`config.mk`:
```
export PLATFORM = sky130hd
export DESIGN_NAME = rv_plic_claim_agent
export DESIGN_NICKNAME = d
export VERILOG_FILES = /design/src/rtl/rv_plic_agent_pkg.sv /design/src/rtl/tlul_pkg.sv /design/src/rtl/rv_plic_claim_agent.sv
export SDC_FILE = /design/constraint.sdc
export NUM_CORES = 1
export LEC_CHECK = 0
export ABC_CLOCK_PERIOD_IN_PS = 1800
export BUFFER_PORTS_ARGS = -buffer_cell sky130_fd_sc_hd__buf_2
export CORE_MARGIN = 8
export CORE_UTILIZATION = 28
export DETAILED_ROUTE_END_ITERATION = 6
export GPL_TIMING_DRIVEN = 0
export PLACE_DENSITY = 0.69
export SLEW_MARGIN = 30
export SYNTH_ARGS = -nofsm -noshare
export SYNTH_HDL_FRONTEND = slang
export SYNTH_SLANG_ARGS = --single-unit
export TNS_END_PERCENT = 30
```
`constraint.sdc`:
```
create_clock -name clk_i -period 1.8 [get_ports clk_i]
set_input_delay 0.45 -clock clk_i [delete_from_list [all_inputs] [get_ports clk_i]]
set_output_delay 0.45 -clock clk_i [all_outputs]
set_load 0.01 [all_outputs]
```
`src/rtl/rv_plic_agent_pkg.sv`:
```
// State encoding and TL-UL constants for the PLIC claim/complete agent.
package rv_plic_agent_pkg;

    typedef enum logic [2:0] {
        ST_IDLE       = 3'd0,
        ST_CLAIM_A    = 3'd1,
        ST_CLAIM_D    = 3'd2,
        ST_DELIVER    = 3'd3,
        ST_SERVICE    = 3'd4,
        ST_COMPLETE_A = 3'd5,
        ST_COMPLETE_D = 3'd6
    } agent_state_e;

    localparam logic [2:0] OpGet         = 3'h4;
    localparam logic [2:0] OpPutFullData = 3'h0;
    localparam logic [1:0] ASizeWord     = 2'd2;
    localparam logic [3:0] AMaskWord     = 4'hF;

    // Holdoff counter width; a zero holdoff still needs a 1-bit counter.
    function automatic int cnt_width(input int holdoff);
        return (holdoff < 1) ? 1 : $clog2(holdoff + 1);
    endfunction

endpackage

```
`src/rtl/tlul_pkg.sv`:
```
// Minimal TL-UL channel types shared by TL-UL hosts and devices in this slice.
package tlul_pkg;

    typedef struct packed {
        logic        a_valid;
        logic [2:0]  a_opcode;
        logic [2:0]  a_param;
        logic [1:0]  a_size;
        logic [7:0]  a_source;
        logic [31:0] a_address;
        logic [3:0]  a_mask;
        logic [31:0] a_data;
        logic        d_ready;
    } tl_h2d_t;

    typedef struct packed {
        logic        d_valid;
        logic [2:0]  d_opcode;
        logic [2:0]  d_param;
        logic [1:0]  d_size;
        logic [7:0]  d_source;
        logic        d_sink;
        logic [31:0] d_data;
        logic        d_error;
        logic        a_ready;
    } tl_d2h_t;

endpackage

```
`src/rtl/rv_plic_claim_agent.sv`:
```
// Claims an interrupt from the PLIC CC register over TL-UL, hands the ID to the core
// with a req/ack handshake, then writes the ID back to complete it.
module rv_plic_claim_agent
    import rv_plic_agent_pkg::*;
    import tlul_pkg::*;
#(
    parameter logic [31:0] CcAddr   = 32'h0020_0004,
    parameter int          SrcW     = 7,
    parameter logic [7:0]  SourceId = 8'h00,
    parameter int          Holdoff  = 2
) (
    input  logic            clk_i,
    input  logic            rst_ni,
    input  logic            irq_i,
    input  logic            en_i,
    output tl_h2d_t         tl_o,
    input  tl_d2h_t         tl_i,
    output logic            irq_req_o,
    output logic [SrcW-1:0] irq_id_o,
    input  logic            irq_ack_i,
    input  logic            irq_done_i,
    output logic            busy_o,
    output logic            err_o
);

    localparam int CntW = cnt_width(Holdoff);

    agent_state_e    r_state;
    agent_state_e    w_state_next;
    logic [SrcW-1:0] r_id;
    logic [SrcW-1:0] w_id_next;
    logic [CntW-1:0] r_cnt;
    logic [CntW-1:0] w_cnt_next;
    logic            r_err;
    logic            w_err_next;
    logic            w_unused_tl;

    always_comb begin
        w_state_next = r_state;
        w_id_next    = r_id;
        w_cnt_next   = r_cnt;
        w_err_next   = 1'b0;
        case (r_state)
            ST_IDLE: begin
                if (r_cnt != '0) begin
                    w_cnt_next = r_cnt - 1'b1;
                end else if (irq_i && en_i) begin
                    w_state_next = ST_CLAIM_A;
                end
            end
            ST_CLAIM_A: begin
                if (tl_i.a_ready) w_state_next = ST_CLAIM_D;
            end
            ST_CLAIM_D: begin
                if (tl_i.d_valid) begin
                    if (tl_i.d_error) begin
                        w_err_next   = 1'b1;
                        w_state_next = ST_IDLE;
                    end else begin
                        // A zero ID is a spurious claim: nothing to deliver or complete.
                        w_id_next    = tl_i.d_data[SrcW-1:0];
                        w_state_next = (tl_i.d_data[SrcW-1:0] == '0) ? ST_IDLE : ST_DELIVER;
                    end
                end
            end
            ST_DELIVER: begin
                if (irq_ack_i) w_state_next = irq_done_i ? ST_COMPLETE_A : ST_SERVICE;
            end
            ST_SERVICE: begin
                if (irq_done_i) w_state_next = ST_COMPLETE_A;
            end
            ST_COMPLETE_A: begin
                if (tl_i.a_ready) w_state_next = ST_COMPLETE_D;
            end
            ST_COMPLETE_D: begin
                if (tl_i.d_valid) begin
                    w_err_next   = tl_i.d_error;
                    w_cnt_next   = CntW'(Holdoff);
                    w_state_next = ST_IDLE;
                end
            end
            default: w_state_next = ST_IDLE;
        endcase
    end

    always_ff @(posedge clk_i) begin
        if (!rst_ni) begin
            r_state <= ST_IDLE;
            r_id    <= '0;
            r_cnt   <= '0;
            r_err   <= 1'b0;
        end else begin
            r_state <= w_state_next;
            r_id    <= w_id_next;
            r_cnt   <= w_cnt_next;
            r_err   <= w_err_next;
        end
    end

    // Request channel is decoded from state so fields stay stable while stalled.
    always_comb begin
        tl_o           = '0;
        tl_o.d_ready   = 1'b1;
        tl_o.a_size    = ASizeWord;
        tl_o.a_mask    = AMaskWord;
        tl_o.a_address = CcAddr;
        tl_o.a_source  = SourceId;
        tl_o.a_valid   = (r_state == ST_CLAIM_A) || (r_state == ST_COMPLETE_A);
        tl_o.a_opcode  = (r_state == ST_COMPLETE_A) ? OpPutFullData : OpGet;
        tl_o.a_data    = (r_state == ST_COMPLETE_A) ? 32'(r_id) : 32'h0;
    end

    assign irq_req_o = (r_state == ST_DELIVER);
    assign irq_id_o  = (r_state == ST_DELIVER) ? r_id : '0;
    assign busy_o    = (r_state != ST_IDLE);
    assign err_o     = r_err;

    assign w_unused_tl = ^{tl_i.d_opcode, tl_i.d_param, tl_i.d_size, tl_i.d_source,
                           tl_i.d_sink, tl_i.d_data[31:SrcW]};

endmodule

```
== After elaboration in Yosys (flattened, before gate mapping) ==
Index checks and enable logic that the tools add are counted.

* Logic and storage cells: 53
* Register bits after elaboration: 13

* Add/subtract/negate cells: 1
* Mux-type cells: 22
* Bitwise logic cells: 1
* Reductions and logical operators: 10
* Eq/ne operators: 15

{| class="wikitable"
|+ Operators by type and width
! kind !! count
|-
| two-way mux 3 bit || 9
|-
| one-hot mux 3 bit (7 select lines) || 1
|-
| != test 2 bit (second input constant) || 8
|-
| two-way mux 7 bit || 2
|-
| == test 3 bit (second input constant) || 3
|-
| two-way mux 2 bit || 4
|-
| AND reduction 8 bit || 1
|-
| zero test 7 bit || 1
|-
| == test 3 x 2 -> 1 bit (second input constant) || 2
|-
| AND reduction 3 bit || 2
|-
| two-way mux 1 bit || 4
|-
| one-hot mux 2 bit (2 select lines) || 1
|-
| nonzero test 2 bit || 2
|-
| == test 3 x 1 -> 1 bit (second input constant) || 1
|-
| zero test 3 bit || 1
|-
| nonzero test 3 bit || 1
|-
| != test 2 x 1 -> 1 bit (second input constant) || 1
|-
| one-hot mux 1 bit (2 select lines) || 1
|-
| subtractor 2 x 1 -> 2 bit (second input constant) || 1
|-
| logical AND 1 bit || 1
|-
| logical OR 1 bit || 1
|-
| inverter 1 bit || 1
|}

== Logic depth before layout (Yosys ltp) ==
Gate-level depths: netlist of run 1.

* Depth after elaboration: 5
* Mapped depth: 6
* Mapped depth without buffers: 6

== Worst setup path before layout of run 1 ==
No wires, ideal clock.

* Path kind: reg-to-output
* Start: register r_state[0]
* End: output tl_o[1] in the netlist's numbering
* Setup slack: 0.276 ns
* Buffers on the path: 2
* Stages on the path, launching flop included: 5
* Arrival time: 1.074 ns
* Data required time: 1.350 ns
* Cell sequence: dfxtp_1 > buf_2 > nor2b_1 > buf_2 > and3_1

{| class="wikitable"
|+ RTL lines
! element !! RTL line !! source
|-
| start: declaration || rv_plic_claim_agent.sv:28 || <nowiki>agent_state_e r_state;</nowiki>
|-
| start signal: assignment || rv_plic_claim_agent.sv:93 || <nowiki>r_state <= w_state_next;</nowiki>
|-
| end: declaration || rv_plic_claim_agent.sv:16 || <nowiki>output tl_h2d_t tl_o,</nowiki>
|}

== Worst setup path in the final report of run 1 ==
* Start: register r_state[0]
* End: output busy_o

* Longest elaborated chain between the ends: 1

{| class="wikitable"
|+ Ends and longest elaborated chain
! element !! RTL line !! source
|-
| nonzero test 3 bit || rv_plic_claim_agent.sv:115 || <nowiki>assign busy_o = (r_state != ST_IDLE);</nowiki>
|-
| end: declaration || rv_plic_claim_agent.sv:22 || <nowiki>output logic busy_o,</nowiki>
|}

No other way between the ends.

==> results of run 1 <==
[metrics by stage]
stage | instance area, sq um | setup TNS [ps] | worst slack (ps) | util [%] | power, mW
floorplan | 1640 | 0 | 276 | - | 0.798
global placement | 1880 | 0 | 71.9 | 40.1 | 0.878
detailed placement | 1880 | 0 | 56.8 | 40.1 | 0.888
CTS | 1940 | -8.26 | -8.26 | 41.4 | 1.17
global route | 2000 | -96.1 | -29.2 | 42.6 | 1.32
finish | 2000 | 0 | 8.75 | 42.6 | 1.24
[power groups by stage]
stage	logic (mW)	clock network, mW	registers, mW
2_1_floorplan	0.456	0	0.342
3_3_place_gp	0.534	0	0.344
3_5_place_dp	0.541	0	0.346
4_1_cts	0.555	0.268	0.343
5_1_grt	0.687	0.285	0.352
6_report	0.627	0.263	0.347
[final timing paths]
kind                            cells past startpoint  endpoint  slack [ps]
worst min register to register                      1  r_cnt[0]         450
worst min-delay path                                1  r_cnt[0]         450
worst max register to register                      4   r_id[5]         280
worst max-delay path                                3    busy_o           9
[flip-flops by register name (all words and copies together), names as in the netlist]
signal / count
r_id: 7
err_o: 1
r_state: 3
r_cnt: 2
[critical path, stage by stage, from the launching register on]
cell and delay, ps:
dfxtp_4 360, buf_6 130, or3_2 480, buf_6 140
[timing repair]
| action | 4_1_cts | 5_1_grt |
|---|---|---|
| endpoints found under the setup margin | 18 | 17 |
| buffers inserted | 0 | 2 |
| resized for setup | 8 | 12 |
| cloned | 0 | 2 |
| pin swaps | 0 | 0 |
[cell type report]
cell class / count / area [sq um] / area share (%)
Multi-Input combinational cell: 150 / 764 / 38.2
Buffer: 85 / 637 / 31.9
Timing Repair Buffer: 38 / 204 / 10.2
Clock buffer: 4 / 45.0 / 2.25
Inverter: 4 / 15.0 / 0.751
Sequential cell: 13 / 267 / 13.3
Tap cell: 54 / 67.6 / 3.38
[placed cells by master (no fill, tap or decap), drive strengths merged]
master / instances
and2: 2
buf: 118
nor2: 3
nor2b: 4
a211oi: 1
nor4: 2
a21oi: 11
a311oi: 1
and4: 1
nor3: 1
nand2: 10
o21a: 1
clkbuf: 9
conb: 77
dfxtp: 13
nor4b: 2
nand4b: 1
inv: 4
and3: 14
a22oi: 2
o21ai: 3
ha: 1
a221oi: 2
nand3: 8
a31oi: 1
or3: 2
[per-layer routing]
layer,global-route usage [%],wire [um],up-vias
met3,4.11,445,5
li1,-,-,673
met4,7.01,84,0
met5,0,0,-
met2,18.5,2090,66
met1,8.50,1360,524
[cells by family (layout without fill, tap and decap cells)]
| family | Yosys count | after routing | share of synthesized area [%] |
|---|---|---|---|
| compound gates | 22 | 22 | 11.0 |
| other cells | 2 | 77 | 0.552 |
| buf+inv | 89 | 131 | 46.1 |
| flops | 13 | 13 | 19.1 |
| fa+ha+maj | 1 | 1 | 0.919 |
| simple gates | 50 | 50 | 22.2 |
==> metrics.txt, run 1 <==
total track usage 10.0%; Hold Crit Start r_cnt[0]; Synth area leaders buf_4 42%, dfxtp_1 19%, and3_1 6.4%, a21oi_1 3.7%, nand3_1 2.9%; Die Area 0.00735 sq mm; vias in the first global route 1212; sw power 0.438 mW; initial DRC count 103; post-synthesis cell area 0.00136 sq mm; Synth top cells by count 77 x buf_4, 14 x and3_1, 13 x dfxtp_1; first-pass GRT wire length 5.78 mm; n_diodes 0; starting density of the core 29.0%; hpwl dp 3.26 mm; largest net degree at the start of global routing 11; maximum capacitance violations 0; Worst Setup End Kind output port; synth-to-layout area growth 46.9%; Port Buf Inserts 34; Layout Nets 354; Seq cells post-synth 13; share of cells above drive strength 1 45.9%; status finished, final reports clean; chip height 85.7 um; worst-case clock buffer depth 2; clock tree sinks 13; Post-synth EDFFs 0; Critical Path Source r_state[0]; row cnt 25; die width 85.7 um; Placed Cells 340; final hold viol count 0; CP Class reg2out; WL per Instance 11.4 um; Syn Inst Count 177; post-synthesis sequential area ratio 19.1%; CTS Buf Count 3; initial antenna violation count 0; Crit path arrival time 1340 ps; antenna viol nets, final 0; Critical Path Fanout Max 5; synth warn 0; Hold WC Path Type reg2reg; reg2reg start r_state[2]; clk_lat worst skew 250 ps; sequential power share 28.1%; fin crit period 1790 ps; syn_area_per_cell 7.69 sq um; pwr/cell area 619 mW/mm^2; synth unique cells 32; Max Fclk 558 MHz; io pins 154; fin cells 348; most numerous cell in the Yosys netlist buf_4; clock share of power 21.3%; Via Count 1268; Async S/R FF share, synth 0%; biggest area consumer among synthesized cells buf_4; cell-internal power 0.799 mW; wirelength, routed 3.97 mm; Max Slew Vio Count 0; DR vias/cell 3.64; Core Box Area 0.00469 sq mm; Post-CTS Hold Buffers 0; Main synth FF type dfxtp_1; CP Launch Type flop; clk slew on worst S/H paths 60 ps; switch share 35.4%; H-tree depth 1; top-area cell type share of the netlist area 42.5%; TritonCTS clock tree built; Worst Skew 5.60 ps; unrepaired setup endpoints after global routing yes; fillcell total 493; Final period util 99.5%; CP required 1350 ps; Pre-antenna DRT Iters 4; worst hold slack 452 ps; gr ovfl total 0; # setup viols final 0; Residual DRC 0; leakage power 1.19 nW; GPL Wtd Cong 0.804; root buffer cell clkbuf_8; Comb power frac 50.6%; Max IR drop VDD 0.296 mV
Power figures use the tool's default switching activity.
==> run 2, diff against run 1 <==
ABC_AREA = 1   (was default)
CORE_UTILIZATION = 35   (was 28)
PLACE_DENSITY = 0.81   (was 0.69)
==> run 2 against run 1 <==
Compared with the run above: routed wire length decreased by 11%; fmax increased by 8.9%; worst setup slack improved by 150 ps; utilization increased by 7.9 points; non-clock buffer count decreased by 8; critical path depth increased by 2; largest power group unchanged.
==> metrics.txt, run 2 <==
status finished, final reports clean; maximum capacitance violations 0 (unchanged); Critical Path Fanout Max 9 (+4); die width 80.5 um (-6.2%); GRT met2 Usage 18.5% (-0.023 points); clock tree sinks 13 (unchanged); clock share of power 18.6% (-2.7 points); Port Buf Inserts 34 (unchanged); fin cells 361 (+3.7%); worst-case clock buffer depth 2 (unchanged); antenna viol nets, final 0 (unchanged); switch share 41.7% (+6.3 points); syn_area_per_cell 7.34 sq um (-4.5%); hpwl dp 3.13 mm (-4.2%); initial DRC count 37 (-64%); Pre-antenna DRT Iters 4 (unchanged); register name with the most flops r_id; # setup viols final 0 (unchanged); final hold viol count 0 (unchanged); CP max stage delay 410 ps (-70 ps); synth warn 0 (unchanged); cell breakdown of the critical path inv_4 -> nor2_4 -> nand2_4 -> nor2_1 -> buf_2; Max Fclk 608 MHz (+8.9%); clk slew on worst S/H paths 50 ps (about the same); Async S/R FF share, synth 0% (unchanged); Worst Setup End Kind output port; biggest area consumer among synthesized cells buf_4; fin crit period 1640 ps (-147 ps); Synth top cells by count 77 x buf_4, 22 x nor2_1, 17 x inv_1; Max Slew Vio Count 0 (unchanged); most numerous cell in the Yosys netlist buf_4; met3 Use GR 6.36% (+2.3 points); Layout Nets 371 (+4.8%); Synth area leaders buf_4 40%, dfxtp_1 18%, nor2_1 5.7%, a21oi_2 4.8%, inv_1 4.4%; clk_lat worst skew 240 ps (about the same); post-synthesis cell area 0.00145 sq mm (+6.8%); CP Class reg2out; fillcell total 421 (-15%); CTS Buf Count 3 (unchanged); Die Area 0.00647 sq mm (-12%); Residual DRC 0 (unchanged); unrepaired setup endpoints after global routing no; Placed Cells 357 (+5.0%); Top Usage Layer GRT met2; sequential power share 26.9% (-1.2 points); biggest regs r_id x7, r_state x3, r_cnt x2; leakage power 1.22 nW (+2.1%); synth unique cells 26 (-19%); Crit path arrival time 1190 ps (-150 ps); sw power 0.576 mW (+31%); row cnt 23 (-8.0%); vias in the first global route 1245 (+2.7%); first-pass GRT wire length 5.54 mm (-4.2%); cell-internal power 0.806 mW (+0.84%); Crit-path slowest cell dfxtp_2; DR vias/cell 3.44 (-5.6%); Via Count 1242 (-2.1%); pwr/cell area 684 mW/mm^2 (+10%); Syn Inst Count 198 (+12%); max reg flops 7 (unchanged); Final period util 91.3% (-8.2 points); Worst Skew 0.969 ps (-4.64 ps); largest net degree at the start of global routing 11 (unchanged); wirelength, routed 3.53 mm (-11%); io pins 154 (unchanged); initial antenna violation count 0 (unchanged); setup TNS 0 ps (unchanged); gr ovfl total 0 (unchanged); top-area cell type share of the netlist area 39.8% (-2.7 points); total track usage 10.9% (+0.91 points); chip height 80.5 um (-6.2%); TritonCTS clock tree built; n_diodes 0 (unchanged); Comb power frac 54.4% (+3.8 points); share of cells above drive strength 1 46.9% (+1.0 points); post-synthesis sequential area ratio 17.9% (-1.2 points); Post-synth EDFFs 0 (unchanged); M1 GR Usage 11.0% (+2.5 points); starting density of the core 36.3% (+7.3 points); Post-CTS Hold Buffers 0 (unchanged); WL per Instance 9.77 um (-14%); H-tree depth 1 (unchanged); CP Launch Type flop; Seq cells post-synth 13 (unchanged); GPL Wtd Cong 0.796 (-1.0%); most frequent cells in the layout 77 x buf_4, 77 x conb_1, 34 x buf_2; CP required 1350 ps (about the same); Main synth FF type dfxtp_1; synth-to-layout area growth 39.1%; Hold WC Path Type reg2reg; Core Box Area 0.00400 sq mm (-15%); Max IR drop VDD 0.417 mV (+41%); root buffer cell clkbuf_8
-- run 2: cell types whose count changed in the layout (fill, tap and decap cells not counted), sizes merged, moves of 3 or more --
| cell | previous run | this run |
|---|---|---|
| nor2b | 4 | 0 |
| and3 | 14 | 1 |
| clkbuf | 9 | 4 |
| nand2 | 10 | 21 |
| o21ai | 3 | 10 |
| nor2 | 3 | 28 |
| buf | 118 | 114 |
| nor3 | 1 | 4 |
| inv | 4 | 20 |
-- run 2: repair_timing --
item,CTS,global route
setup endpoints to repair,0,15
buffers inserted,0,0
gates resized for setup,0,2
-- run 2: critical path, delay by kind of cell, from the launching register on --
kind | cells | cell delay (ps)
flip-flops | 1 | 410
AND/OR/NAND/NOR | 3 | 330
buffers and inverters | 2 | 220
-- run 2: worst paths after layout --
kind | startpoint | to | slack, ps | cells after the start
setup / recovery | r_state[0] | tl_o[5] | 160 | 5
hold / removal | r_cnt[0] | r_cnt[0] | 430 | 1
setup reg to reg | r_cnt[0] | r_state[0] | 560 | 9
hold reg to reg | r_cnt[0] | r_cnt[0] | 430 | 1
-- run 2: per-layer routing --
layer / routed length [um] / vias to the layer above
met1: 1330 / 490
met3: 502 / 2
met2: 1660 / 67
met5: 0 / -
met4: 29 / 0
li1: - / 683
-- run 2: area by class of cell --
class | instances | area, sq um | area share [%]
tap | 50 | 62.6 | 3.09
timing repair buffer | 34 | 170 | 8.42
clock buffer | 4 | 45.0 | 2.23
inverter | 20 | 80.1 | 3.96
multi-input combinational | 159 | 772 | 38.2
buffer | 81 | 631 | 31.2
sequential | 13 | 262 | 12.9
-- run 2: metrics by stage --
stage | total power [mW] | setup slack (ps) | util [%] | hold WS, ps | area (sq um)
after CTS | 1.38 | 18.3 | 50.3 | 439 | 2010
after detailed placement | 1.12 | 290 | 49.2 | 431 | 1970
after floorplan | 0.991 | 413 | - | 407 | 1740
after global routing | 1.50 | 48.1 | 50.5 | 470 | 2020
final | 1.38 | 156 | 50.5 | 433 | 2020
after global placement | 1.10 | 286 | 49.2 | 418 | 1970
-- run 2: power by group through the flow --
stage	clock network (mW)	logic [mW]	registers (mW)
floorplan	0	0.622	0.369
global route	0.282	0.840	0.379
global placement	0	0.726	0.372
CTS	0.268	0.742	0.368
detailed placement	0	0.741	0.374
finish	0.258	0.752	0.372
-- run 2: logic make-up (layout without fill, tap and decap cells) --
family	Yosys count	in the layout	synth area share [%]
fa+ha+maj	1	1	0.860
buf+inv	101	139	48.9
flops	13	13	17.9
other cells	2	77	0.517
simple gates	62	62	22.5
compound gates	19	19	9.38
==> run 3, diff against run 2 <==
ABC_CLOCK_PERIOD_IN_PS = 1350   (was 1800)
CORE_UTILIZATION = 32   (was 35)
PLACE_DENSITY = 0.78   (was 0.81)
clock period = 1.35 ns   (was 1.8 ns; I/O delays follow)
==> run 3 against run 2 <==
Compared with the run above: global-route usage fell by 1.2 points; clock skew barely moved; die area grew 7.5%; combinational power up 50%; design area increased by 4.5%; critical endpoint is now tl_o[2]; critical path type unchanged; flip-flop and latch count did not move; the run now ends with setup timing left; worst hold slack got worse by 81 ps; largest cell class unchanged.
==> metrics.txt, run 3 (synthesis results as in run 2) <==
Max Fclk 660 MHz; Residual DRC 0 (unchanged); H-tree depth 1 (unchanged); R2R Path End r_id[1]; wirelength, routed 3.80 mm (+7.9%); CP required 1010 ps (-340 ps); most common cell after layout, fill and taps aside buf_4; hpwl dp 3.17 mm (+1.3%); Final period util 112%; leakage power 1.25 nW (+2.7%); Total Power 1.98 mW (+43%); TritonCTS clock tree built; io pins 154 (unchanged); most frequent cells in the layout 82 x buf_4, 77 x conb_1, 34 x buf_2; first-pass GRT wire length 5.69 mm (+2.7%); sw power 0.840 mW (+46%); final hold viol count 0 (unchanged); setup TNS -2160 ps (-2160 ps); Pre-antenna DRT Iters 4 (unchanged); Top Usage Layer GRT met2; CP Launch Type flop; vias in the first global route 1213 (-2.6%); CTS Buf Count 3 (unchanged); Max Slew Vio Count 0 (unchanged); clock share of power 17.8% (-0.8 points); max reg flops 7 (unchanged); violated checks setup timing; switch share 42.4% (+0.72 points); Crit path arrival time 1180 ps (about the same); clk slew on worst S/H paths 60 ps (about the same); status finished with violations; # setup viols final 20 (+20); root buffer cell clkbuf_8; synth-to-layout area growth 45.4%; clock tree sinks 13 (unchanged); final worst-path setup slack -165 ps (-321 ps); Comb power frac 57.3% (+2.9 points); Critical Path Fanout Max 9 (unchanged); reg2reg start r_state[1]; Via Count 1278 (+2.9%); Worst Setup End Kind output port; GPL Wtd Cong 0.748 (-6.1%); register name with the most flops r_id; row cnt 24 (+4.3%); maximum capacitance violations 0 (unchanged); Max IR drop VDD 0.590 mV (+42%); Hold WC Path Type in2reg; pwr/cell area 937 mW/mm^2 (+37%); worst-case clock buffer depth 2 (unchanged); register-to-register setup slack -20 ps (-580 ps); chip height 83.4 um (+3.7%); Port Buf Inserts 34 (unchanged); initial DRC count 32 (-14%); Layout Nets 377 (+1.6%); cell-internal power 1.14 mW (+42%); n_diodes 0 (unchanged); Worst Skew 1.12 ps (+0.148 ps); reg2reg path depth 8 (-1); die width 83.4 um (+3.7%); largest net degree at the start of global routing 11 (unchanged); Critical Path Source r_state[1]; fin cells 369 (+2.2%); Die Area 0.00696 sq mm (+7.5%); clk_lat worst skew 240 ps (about the same); sequential power share 25.0% (-1.9 points); Post-CTS Hold Buffers 0 (unchanged); DR vias/cell 3.46 (+0.67%); WL per Instance 10.3 um (+5.5%); Core Box Area 0.00435 sq mm (+8.9%); fin crit period 1510 ps; antenna viol nets, final 0 (unchanged); Placed Cells 359 (+0.56%); share of cells above drive strength 1 50.2% (+3.2 points); CP Class reg2out; met3 Use GR 5.18% (-1.2 points); fin util 48.5% (-2.0 points); unrepaired setup endpoints after global routing yes; biggest regs r_id x7, r_state x3, r_cnt x2; fillcell total 442 (+5.0%); M1 GR Usage 9.42% (-1.6 points); starting density of the core 33.4% (-3.0 points); total track usage 9.76% (-1.2 points); Worst setup endpoint tl_o[2]; Hold Crit Start tl_i[1]; initial antenna violation count 0 (unchanged); gr ovfl total 0 (unchanged); GRT met2 Usage 17.9% (-0.63 points)
-- run 3: critical path: stages, from the launching register on --
cell and delay (ps):
dfxtp_1 310, buf_6 140, nor2_4 140, nand2_4 110, nor2_1 100, buf_2 140
-- run 3: power groups by stage --
stage	logic [mW]	registers (mW)	clock network (mW)
after global routing	1.25	0.501	0.372
after floorplan	0.829	0.492	0
final	1.13	0.495	0.352
after detailed placement	0.992	0.500	0
after CTS	1.00	0.502	0.360
after global placement	0.968	0.495	0
-- run 3: worst min-delay path by stage --
stage | endpoint | slack [ps] | depth (start not counted)
after floorplan | r_cnt[0] | 410 | 1
after detailed placement | r_cnt[0] | 420 | 1
after global placement | r_cnt[0] | 420 | 1
after global routing | err_o | 350 | 3
after CTS | err_o | 350 | 3
final | err_o | 350 | 3
-- run 3: stage by stage --
stage                     worst slack [ps]  area (sq um)  hold WS, ps
after floorplan                       75.4          1740          407
after global placement               -18.4          1970          418
after detailed placement             -53.9          1970          420
after CTS                             -182          2030          351
after global routing                  -239          2110          353
final                                 -165          2110          352
-- run 3: per-layer routing --
layer  share of wire [%]  up-vias
met5                   0        -
met2                  49       71
met1                  39      514
met3                  11        2
met4                0.37        0
li1                    -      691
-- run 3: what timing repair did --
action                                  CTS  global route
buffers inserted                          0             5
endpoints found under the setup margin   18            20
resized for setup                         3            12
gates cloned                              0             1
pin swaps                                 0             2
-- run 3: cell type report --
type / count / area [sq um] / area share (%)
Timing Repair Buffer: 39 / 208 / 9.83
Multi-Input combinational cell: 160 / 807 / 38.2
Inverter: 20 / 85.1 / 4.03
Sequential cell: 13 / 264 / 12.5
Tap cell: 52 / 65.1 / 3.08
Clock buffer: 4 / 45.0 / 2.13
Buffer: 81 / 639 / 30.3
